### config.mk
export PLATFORM = sky130hd
export DESIGN_NAME = imem_boot_ctrl
export DESIGN_NICKNAME = d
export VERILOG_FILES = /design/src/rtl/imem_boot_ctrl.sv
export SDC_FILE = /design/constraint.sdc
export NUM_CORES = 1
export LEC_CHECK = 0
export CAP_MARGIN = 25
export CORE_MARGIN = 10
export CORE_UTILIZATION = 25
export CTS_CLUSTER_SIZE = 24
export DETAILED_ROUTE_END_ITERATION = 16
export PLACE_DENSITY = 0.42
export SYNTH_ARGS = -nofsm -noshare
export SYNTH_HDL_FRONTEND = slang
export SYNTH_SLANG_ARGS = --single-unit
### constraint.sdc
create_clock -name clk -period 1.71 [get_ports clk]
set_input_delay 0.4275 -clock clk [delete_from_list [all_inputs] [get_ports clk]]
set_output_delay 0.4275 -clock clk [all_outputs]
set_load 0.05 [all_outputs]
### src/rtl/imem_boot_ctrl.sv
// imem_boot_ctrl: boot sequencer for the instruction memory.
//
// Packs UART bytes (little-endian) into 32-bit words and writes them into instruction
// memory through one write port. Once the terminator word has been written, it hands
// control to the core. If memory fills up without a terminator, it stops in an error state.
//
// Ports:
//   clk, rstn         clock, synchronous active-low reset
//   start             pulse: begin (re)load; ignored while loading
//   rx_valid, rx_data received byte strobe and data
//   imem_we/addr/wdata  instruction-memory write port (registered, one-cycle we)
//   mode              0=STALL, 1=LOAD, 2=EXEC, 3=ERR (current state)
//   cpu_rstn          active-low core reset, high only in EXEC
//   done, err         image loaded / overflow levels
//   word_count        words written in the current load
module imem_boot_ctrl #(
    parameter int unsigned INST_SIZE = 10,
    parameter logic [31:0] TERM_WORD = 32'h0000003F
) (
    input  logic                 clk,
    input  logic                 rstn,
    input  logic                 start,
    input  logic                 rx_valid,
    input  logic [7:0]           rx_data,
    output logic                 imem_we,
    output logic [INST_SIZE-1:0] imem_addr,
    output logic [31:0]          imem_wdata,
    output logic [1:0]           mode,
    output logic                 cpu_rstn,
    output logic                 done,
    output logic                 err,
    output logic [INST_SIZE:0]   word_count
);

    typedef enum logic [1:0] {
        StStall = 2'd0,
        StLoad  = 2'd1,
        StExec  = 2'd2,
        StErr   = 2'd3
    } state_e;

    localparam logic [INST_SIZE-1:0] LastAddr = {INST_SIZE{1'b1}};

    state_e                 state_q, state_d;
    logic [1:0]             byte_cnt_q, byte_cnt_d;
    logic [23:0]            asm_q, asm_d;
    logic                   imem_we_q, imem_we_d;
    logic [INST_SIZE-1:0]   imem_addr_q, imem_addr_d;
    logic [31:0]            imem_wdata_q, imem_wdata_d;
    logic                   cpu_rstn_q, cpu_rstn_d;
    logic                   done_q, done_d;
    logic                   err_q, err_d;
    logic [INST_SIZE:0]     word_count_q, word_count_d;

    always_comb begin
        state_d      = state_q;
        byte_cnt_d   = byte_cnt_q;
        asm_d        = asm_q;
        imem_we_d    = 1'b0;
        imem_addr_d  = imem_addr_q;
        imem_wdata_d = imem_wdata_q;
        cpu_rstn_d   = cpu_rstn_q;
        done_d       = done_q;
        err_d        = err_q;
        word_count_d = word_count_q;

        unique case (state_q)
            StLoad: begin
                if (rx_valid) begin
                    // Shift right so the first byte ends up in [7:0] after four bytes.
                    asm_d      = {rx_data, asm_q[23:8]};
                    byte_cnt_d = byte_cnt_q + 2'd1;
                    if (byte_cnt_q == 2'd3) begin
                        imem_we_d    = 1'b1;
                        imem_wdata_d = {rx_data, asm_q};
                    end
                end
                // The edge that ends a write cycle commits the word.
                if (imem_we_q) begin
                    word_count_d = word_count_q + 1'b1;
                    if (imem_addr_q != LastAddr) begin
                        imem_addr_d = imem_addr_q + 1'b1;
                    end
                    if (imem_wdata_q == TERM_WORD) begin
                        state_d    = StExec;
                        done_d     = 1'b1;
                        cpu_rstn_d = 1'b1;
                    end else if (imem_addr_q == LastAddr) begin
                        state_d = StErr;
                        err_d   = 1'b1;
                    end
                end
            end
            default: begin
                // STALL, EXEC and ERR: bytes are dropped, only start matters.
                if (start) begin
                    state_d      = StLoad;
                    byte_cnt_d   = 2'd0;
                    imem_addr_d  = '0;
                    word_count_d = '0;
                    cpu_rstn_d   = 1'b0;
                    done_d       = 1'b0;
                    err_d        = 1'b0;
                end
            end
        endcase
    end

    always_ff @(posedge clk) begin
        if (!rstn) begin
            state_q      <= StStall;
            byte_cnt_q   <= 2'd0;
            asm_q        <= 24'd0;
            imem_we_q    <= 1'b0;
            imem_addr_q  <= '0;
            imem_wdata_q <= 32'd0;
            cpu_rstn_q   <= 1'b0;
            done_q       <= 1'b0;
            err_q        <= 1'b0;
            word_count_q <= '0;
        end else begin
            state_q      <= state_d;
            byte_cnt_q   <= byte_cnt_d;
            asm_q        <= asm_d;
            imem_we_q    <= imem_we_d;
            imem_addr_q  <= imem_addr_d;
            imem_wdata_q <= imem_wdata_d;
            cpu_rstn_q   <= cpu_rstn_d;
            done_q       <= done_d;
            err_q        <= err_d;
            word_count_q <= word_count_d;
        end
    end

    assign mode       = state_q;
    assign imem_we    = imem_we_q;
    assign imem_addr  = imem_addr_q;
    assign imem_wdata = imem_wdata_q;
    assign cpu_rstn   = cpu_rstn_q;
    assign done       = done_q;
    assign err        = err_q;
    assign word_count = word_count_q;

endmodule

# Word-level counts from Yosys, hierarchy flattened
# Cells that the tools add are included.
[op_classes]
add_sub_neg = 3
eq_ne = 12
muxes = 24
reduce_logical = 10
[op_table]
columns = ["op", "count"]
rows = [
  ["$mux 10", 4],
  ["$mux 11", 3],
  ["$eq 32x6->1 const B", 1],
  ["$mux 2", 8],
  ["$reduce_and 3->1", 5],
  ["$ne 2x2->1 const B", 6],
  ["$add 11x1->11 const B", 1],
  ["$add 10x1->10 const B", 1],
  ["$eq 10x10->1 const B", 1],
  ["$ne 10x10->1 const B", 1],
  ["$mux 1", 9],
  ["$reduce_and 2->1", 3],
  ["$reduce_and 4->1", 1],
  ["$ne 3x3->1 const B", 1],
  ["$add 2x1->2 const B", 1],
  ["$eq 2x1->1 const B", 1],
  ["$eq 2x2->1 const B", 1],
  ["$reduce_bool 2->1", 1],
]
[word_totals]
regBits = 84
out_inout_bits = 59
wordCells = 58

# Longest topological paths before layout
# Gate-level depths: netlist of the first run.
[logic_depth]
ltp_word = 5
mapped_depth = 7

# Worst setup path after synthesis of the first run
# Ideal clock, no wire load.
[synth_path]
kind = "register to register"
from = "register state_q[0], in the netlist mode[0]"
to = "register word_count_q[7], in the netlist word_count[7]"
arrival_time_ns = 1.828
required_time_ns = 1.640
setup_slack_ns = -0.188
path_stages_with_launch = 7
cell_sequence = "dfxtp_1 and3b_1 buf_4 a21oi_2 buf_6 or4_1 a21oi_1"
[synth_via]
elab_chain_cells = 3
word_cells_on_any_way = 5
[synth_lines]
columns = ["item", "line", "text"]
rows = [
  ["start: declaration", "44", "state_e state_q, state_d;"],
  ["start signal: assignment", "111", "state_q <= StStall;"],
  ["start signal: assignment", "122", "state_q <= state_d;"],
  ["$eq 2x1->1 *", "67", "unique case (state_q)"],
  ["$ne 2x2->1 (no source line) or $reduce_bool 2->1 (tied branches)", "n/a", ""],
  ["$reduce_and 2->1 (no source line)", "n/a", ""],
  ["end signal: assignment", "131", "word_count_q <= word_count_d;"],
  ["end: declaration", "53", "logic [INST_SIZE:0] word_count_q, word_count_d;"],
]
# Mark *: on every way between the ends. The rest lies on a longest branch, timed or not.
# A chain may end at the register's enable or synchronous reset.

# Worst setup path in the final report of the first run
[layout_path]
from = "input port start"
to = "register imem_addr_q[9], in the netlist imem_addr[9]"
[layout_via]
elab_chain_cells = 2
[layout_lines]
columns = ["item", "line", "text"]
rows = [
  ["start: declaration", "22", "input logic start,"],
  ["$reduce_bool 2->1 (no source line)", "n/a", ""],
  ["$reduce_and 3->1 (no source line)", "n/a", ""],
  ["end signal: assignment", "126", "imem_addr_q <= imem_addr_d;"],
  ["end: declaration", "48", "logic [INST_SIZE-1:0] imem_addr_q, imem_addr_d;"],
]
# Every way passes these cells.

==> insert_results.sql, run 1 <==
INSERT INTO impl_metrics (metric_group, metric, value, unit) VALUES
('place', 'post-place-ws', '-228.8', 'ps'),
('setup_path', 'timing.reg2reg.worst_path_depth', '5', ''),
('final_layout', 'drive_gt1_share', '25.68', '%'),
('final_layout', 'final_nets', '528', ''),
('sta', 'achievable-frequency', '624.5', 'MHz'),
('final_layout', 'mostFrequentLayoutCell', 'sky130_fd_sc_hd__nand2_1', ''),
('place', 'io_buffers', '70', ''),
('place', 'dpl_cell_area', '5010', 'um^2'),
('status', 'status', 'finished, final reports clean', ''),
('floorplanning', 'floorplan.initialDensity', '25.39', '%'),
('sta', 'final.setup_skew', '7.207', 'ps'),
('clock_tree', 'clkSlewWorstSetupHoldPaths', '60', 'ps'),
('final_layout', 'count_of_antenna_diodes_in_the_layout', '0', ''),
('synth', 'yosysWarningCount', '0', ''),
('place', 'post-dp-hpwl', '7474', 'um'),
('setup_path', 'cp_data_arrival_time', '1860', 'ps'),
('route', 'vias_per_cell', '4.689', ''),
('setup_path', 'slowest_delay', '500', 'ps'),
('place', 'routability_congestion_estimate_from_global_placement', '0.8036', ''),
('global_route', 'grt_start_max_net_pins', '63', ''),
('setup_path', 'required', '1970', 'ps'),
('synth', 'synth_seq_cells', '84', ''),
('clock_tree', 'clkLatencyLatePin', '340', 'ps'),
('setup_path', 'worstSetupEndpointType', 'flop', ''),
('setup_path', 'critical_path.cell_chain', 'clkdlybuf4s50_1 -> buf_4 -> a2111oi_2 -> buf_4 -> nor4b_1 -> mux2i_1', ''),
('sta', 'worstMarginPinSlew', '421.6', 'ps'),
('sta', 'finalMaxSlewViolations', '0', ''),
('setup_path', 'crit_type', 'in2reg', ''),
('route', 'drcViolationCount', '0', ''),
('setup_path', 'regToRegSetupSlack', '120', 'ps'),
('sta', 'unrepaired_setup_endpoints_after_global_routing', 'no', ''),
('sta', 'post-route-period-util', '93.65', '%'),
('synth', 'syn-instance-count', '415', ''),
('route', 'dr_total_vias', '3254', ''),
('worst_hold_path', 'worst_hold_path_cell_count', '2', ''),
('global_route', 'via_count_of_the_first_global_routing_pass', '3297', ''),
('final_layout', 'finalInstanceArea', '5341', 'um^2'),
('pwr', 'power.leakage', '1.898', 'nW'),
('clock_tree', 'htree_levels', '3', ''),
('sta', 'hold_viol', '0', ''),
('route', 'detail-route-antenna-nets', '0', ''),
('clock_tree', 'cts_buffer_depth', '2', ''),
('synth', 'synth.yosys.seq_area_share', '50.21', '%'),
('sta', 'setup-violations-final', '0', ''),
('global_route', 'number_of_antenna_violations_at_the_first_check_in_global_routing', '0', ''),
('setup_path', 'critical-path-slowest-cell', 'sky130_fd_sc_hd__clkdlybuf4s50_1', ''),
('floorplanning', 'core_region_area', '13190', 'um^2'),
('floorplanning', 'placement_rows', '42', ''),
('synth', 'syn-num-nets', '430', ''),
('route', 'route.detailed.wl_per_inst', '14.85', 'um'),
('global_route', 'grt-ovfl-total', '0', ''),
('floorplanning', 'die_h', '135.8', 'um'),
('pwr', 'worst_ir_drop_vdd', '0.0005164', 'V'),
('synth', 'synth.avg_cell_area', '8.071', 'um^2'),
('sta', 'min_period', '1601', 'ps'),
('clock_tree', 'post_cts.repair.setup_buffers', '0', ''),
('sta', 'layout_setup_ws', '108.6', 'ps'),
('setup_path', 'crit_path_max_fanout', '6', ''),
('floorplanning', 'fp.dieArea', '18430', 'um^2'),
('synth', 'mappedNetlistArea', '3349', 'um^2'),
('clock_tree', 'clk_root_buffer_cell', 'sky130_fd_sc_hd__clkbuf_16', ''),
('pwr', 'p_per_area', '807.6', 'nW/um^2'),
('global_route', 'wire_length_of_the_first_global_routing_pass', '17040', 'um'),
('synth', 'number_of_unique_standard_cell_types_used_by_synthesis', '38', ''),
('setup_path', 'crit_path_frequent_cell', 'sky130_fd_sc_hd__buf_4', ''),
('sta', 'worst_slew_slack_as_a_fraction_of_its_limit', '71.63', '%'),
('clock_tree', 'number_of_buffers_created_by_cts', '9', ''),
('setup_path', 'critPathLaunchType', 'input port', ''),
('route', 'detail_route.iter0.violations', '188', ''),
('floorplanning', 'die-width', '135.8', 'um'),
('worst_hold_path', 'class_of_the_tightest_hold_or_removal_check', 'reg2reg', ''),
('route', 'drtPass1Iterations', '5', ''),
('global_route', 'global_route_usage_over_all_layers', '11.53', '%'),
('job', 'timing.max_cap.violations', '0', ''),
('route', 'finalWirelength', '10310', 'um'),
('final_layout', 'layout-area-overhead-vs-synth', '59.47', '%'),
('final_layout', 'most-common-layout-cells', 'sky130_fd_sc_hd__nand2_1 (131), sky130_fd_sc_hd__a21oi_1 (73), sky130_fd_sc_hd__dfxtp_1 (71), sky130_fd_sc_hd__buf_12 (54), sky130_fd_sc_hd__buf_4 (46)', ''),
('clock_tree', 'clkSinkCount', '84', ''),
('clock_tree', 'cts_tree', 'built', ''),
('floorplanning', 'boundaryPins', '71', '');
metrics by stage:
stage	utilization, %	hold slack, ps	instances	power (mW)	TNS [ps]
global route	40.50	475.4	694	4.474	0
finish	40.50	454.8	694	4.314	0
floorplan	-	432.2	415	2.134	0
CTS	40.45	458.9	694	4.383	0
detailed placement	37.98	449.0	678	2.240	-7065
global placement	37.98	447.2	678	2.238	-5823
report_power, final:
group / switching, mW / internal (mW) / leakage, nW
registers: 0.0138 / 1.97 / 0.684
clock network: 0.823 / 1.30 / 0.155
logic: 0.125 / 0.0828 / 1.06
total: 0.962 / 3.35 / 1.90
critical path, delay by kind of cell:
| kind | cells | cell delay [ps] |
|---|---|---|
| buf+inv | 3 | 810 |
| simple gates | 1 | 340 |
| mux | 1 | 210 |
| compound gates | 1 | 60 |
cell type report:
| type | instances | area [um^2] |
|---|---|---|
| Fill cell | 1309 | 7849 |
| Sequential cell | 84 | 1698 |
| Multi-Input combinational cell | 302 | 1543 |
| Timing Repair Buffer | 111 | 1536 |
| Clock buffer | 10 | 229.0 |
| Tap cell | 176 | 220.2 |
| Clock inverter | 6 | 96.34 |
| Inverter | 5 | 18.77 |
cells by family after synthesis:
group,synth area share [%]
fa+ha+maj,1.121
buf+inv,3.922
compound gates,16.40
simple gates,26.56
mux,1.793
flops,50.21
what timing repair did:
item / 4_1_cts / 5_1_grt
setup endpoints to repair: 0 / 4
hold buffers: 0 / 0
gates resized for setup: 0 / 1
worst paths after layout:
kind / to / from
max: imem_addr[9] / start
min reg2reg: asm_q[6] / asm_q[6]
min: asm_q[6] / asm_q[6]
max reg2reg: err / imem_wdata[9]
routing by layer:
metal | routed length (um) | part of all wire (%) | track usage, % | vias up
met1 | 4509 | 44 | 13.40 | 1550
met3 | 689 | 6.7 | 4.822 | 8
met4 | 108 | 1.0 | 2.871 | 0
met5 | 0 | 0 | 0 | -
li1 | - | - | - | 1625
met2 | 5000 | 49 | 19.14 | 71
synth_stat cells (all sizes together):
cell type	count	share of area (%)
a21oi	74	11
o41ai	1	0.26
nor3	2	0.30
or3	2	0.37
ha	3	1.1
mux2i	6	1.8
nor2	7	0.78
and3b	2	0.52
nor4	11	2.1
and4	1	0.26
nor4bb	1	0.30
a21o	2	0.45
and3	3	0.56
o31ai	8	1.8
nand2b	8	1.5
o211ai	2	0.45
nor4b	1	0.26
a2111oi	1	0.45
nand2	131	15
nand3	11	1.6
o21ai	4	0.60
or4	7	1.6
nand3b	2	0.45
o21a	2	0.45
o221a	1	0.34
nand4	5	0.93
inv	5	0.56
nor2b	1	0.19
clkbuf	13	1.5
buf	11	1.9
a22oi	2	0.45
dfxtp	84	50
and2	1	0.19
flip-flops by register name (all words and copies together), names as in the netlist:
signal and count:
word_count 11, done 1, mode 2, err 1, byte_cnt_q 2, imem_wdata 32, imem_we 1, imem_addr 10
asm_q 24
(Power assumes the default switching activity.)
==> inputs of run 2 (changes only) <==
Settings changed: CORE_UTILIZATION 25 to 45, PLACE_DENSITY 0.42 to 0.69.
==> insert_results.sql, run 2 (synthesis results as in run 1) <==
INSERT INTO impl_metrics (metric_group, metric, value, unit) VALUES
('sta', 'worstMarginPinSlew', '482.0', 'ps'),
('sta', 'unrepaired_setup_endpoints_after_global_routing', 'yes', ''),
('floorplanning', 'floorplan.initialDensity', '46.18', '%'),
('place', 'dpl_cell_area', '4633', 'um^2'),
('sta', 'fin_tns_setup', '0', 'ps'),
('global_route', 'grt_start_max_net_pins', '63', ''),
('final_layout', 'finalInstanceArea', '4856', 'um^2'),
('place', 'post-dp-hpwl', '6398', 'um'),
('clock_tree', 'clkSinkCount', '84', ''),
('clock_tree', 'cts_buffer_depth', '2', ''),
('sta', 'setup-violations-final', '0', ''),
('global_route', 'via_count_of_the_first_global_routing_pass', '2942', ''),
('setup_path', 'crit_type', 'in2reg', ''),
('clock_tree', 'clkLatencyLatePin', '350', 'ps'),
('final_layout', 'largest_reg_flops', '32', ''),
('clock_tree', 'number_of_buffers_created_by_cts', '9', ''),
('floorplanning', 'die_h', '106.3', 'um'),
('global_route', 'grt-ovfl-total', '0', ''),
('pwr', 'p_per_area', '752.0', 'nW/um^2'),
('clock_tree', 'clkSlewWorstSetupHoldPaths', '90', 'ps'),
('route', 'detail-route-antenna-nets', '0', ''),
('final_layout', 'fillerInstances', '608', ''),
('floorplanning', 'fp.dieArea', '11290', 'um^2'),
('global_route', 'wire_length_of_the_first_global_routing_pass', '14400', 'um'),
('floorplanning', 'placement_rows', '31', ''),
('route', 'finalWirelength', '8793', 'um'),
('route', 'dr_total_vias', '3125', ''),
('setup_path', 'required', '1980', 'ps'),
('sta', 'achievable-frequency', '625.2', 'MHz'),
('pwr', 'power.leakage', '1.709', 'nW'),
('worst_hold_path', 'class_of_the_tightest_hold_or_removal_check', 'reg2reg', ''),
('sta', 'min_period', '1599', 'ps'),
('pwr', 'worst_ir_drop_vdd', '0.0006303', 'V'),
('setup_path', 'critPathLaunchType', 'input port', ''),
('route', 'detail_route.iter0.violations', '156', ''),
('floorplanning', 'core_region_area', '7253', 'um^2'),
('sta', 'post-route-period-util', '93.54', '%'),
('final_layout', 'multi_input_area', '1550', 'um^2'),
('clock_tree', 'clk_root_buffer_cell', 'sky130_fd_sc_hd__clkbuf_8', ''),
('sta', 'hold_viol', '0', ''),
('setup_path', 'worstReg2RegStart', 'imem_addr[0]', ''),
('global_route', 'number_of_antenna_violations_at_the_first_check_in_global_routing', '0', ''),
('setup_path', 'crit_path_max_fanout', '6', ''),
('setup_path', 'endpoint', 'imem_addr[9]', ''),
('route', 'vias_per_cell', '5.226', ''),
('clock_tree', 'post_cts.repair.setup_buffers', '0', ''),
('setup_path', 'crit_start', 'start', ''),
('place', 'io_buffers', '70', ''),
('route', 'drcViolationCount', '0', ''),
('final_layout', 'final_nets', '509', ''),
('route', 'drtPass1Iterations', '4', ''),
('final_layout', 'mostFrequentLayoutCell', 'sky130_fd_sc_hd__nand2_1', ''),
('global_route', 'global_route_usage_over_all_layers', '15.52', '%'),
('clock_tree', 'cts_tree', 'built', ''),
('job', 'timing.max_cap.violations', '0', ''),
('status', 'status', 'finished, final reports clean', ''),
('clock_tree', 'ctsHoldBuffers', '0', ''),
('route', 'route.detailed.wl_per_inst', '14.70', 'um'),
('sta', 'finalMaxSlewViolations', '0', ''),
('place', 'routability_congestion_estimate_from_global_placement', '0.8257', ''),
('setup_path', 'regToRegSetupSlack', '130', 'ps'),
('final_layout', 'drive_gt1_share', '23.05', '%'),
('floorplanning', 'boundaryPins', '71', ''),
('sta', 'worst_slew_slack_as_a_fraction_of_its_limit', '67.80', '%'),
('setup_path', 'critical_path.reg2reg.endpoint', 'imem_addr[9]', ''),
('worst_hold_path', 'hp-start', 'asm_q[5]', ''),
('setup_path', 'timing.reg2reg.worst_path_depth', '6', ''),
('floorplanning', 'die-width', '106.3', 'um'),
('sta', 'final.setup_skew', '11.88', 'ps'),
('final_layout', 'most-common-layout-cells', 'sky130_fd_sc_hd__nand2_1 (131), sky130_fd_sc_hd__a21oi_1 (73), sky130_fd_sc_hd__dfxtp_1 (71), sky130_fd_sc_hd__buf_12 (43), sky130_fd_sc_hd__buf_4 (38)', ''),
('final_layout', 'sequential_cell_area', '1698', 'um^2'),
('final_layout', 'count_of_antenna_diodes_in_the_layout', '0', ''),
('setup_path', 'worstSetupEndpointType', 'flop', ''),
('clock_tree', 'htree_levels', '3', ''),
('final_layout', 'layout-area-overhead-vs-synth', '44.98', '%'),
('clock_tree', 'post_cts_resize_count', '0', ''),
('setup_path', 'cp_data_arrival_time', '1870', 'ps');
run 2: worst min path at each step:
stage	to	slack, ps	cells after the start
after CTS	imem_wdata[6]	460	2
after global routing	imem_wdata[6]	480	2
after detailed placement	imem_wdata[6]	450	2
final	imem_wdata[5]	460	2
after floorplan	imem_wdata[7]	430	2
after global placement	err	440	2
run 2: power breakdown:
part	switching, mW	total, mW	internal, mW	leakage [nW]
Clock	0.737	1.46	0.725	0.0991
Combinational	0.125	0.209	0.0849	0.926
Sequential	0.0118	1.98	1.97	0.684
Total	0.873	3.65	2.78	1.71
run 2: metrics by stage:
step | util [%] | power, mW | hold WS (ps) | std cells | setup slack (ps)
2_1_floorplan | - | 2.134 | 432.2 | 415 | 17.77
5_1_grt | 66.95 | 3.771 | 475.7 | 598 | -3.567
3_5_place_dp | 63.88 | 2.233 | 445.5 | 582 | -276.4
6_report | 66.95 | 3.652 | 458.2 | 598 | 110.5
3_3_place_gp | 63.88 | 2.229 | 438.6 | 582 | -227.5
4_1_cts | 66.76 | 3.681 | 457.1 | 598 | 39.92
run 2: worst max-delay path: stages:
cell and delay [ps]:
sky130_fd_sc_hd__clkdlybuf4s50_1 530, sky130_fd_sc_hd__buf_4 160, sky130_fd_sc_hd__a2111oi_2 60, sky130_fd_sc_hd__buf_4 160, sky130_fd_sc_hd__nor4b_1 300, sky130_fd_sc_hd__mux2i_1 240
run 2: layer usage:
metal / global-route usage, % / part of all wire, % / routed length [um]
met2: 23.32 / 45 / 3955
met1: 19.42 / 45 / 3972
met4: 6.673 / 2.2 / 192
met5: 0 / 0 / 0
met3: 5.918 / 7.6 / 672
run 2: cell type report:
class	instances	share of cell area, %
multi-input cells	302	31.92
clock buffers	10	2.834
flip-flops and latches	84	34.97
clock inverters	6	1.469
inverters	5	0.3865
well taps	99	2.551
repair buffers	92	25.87
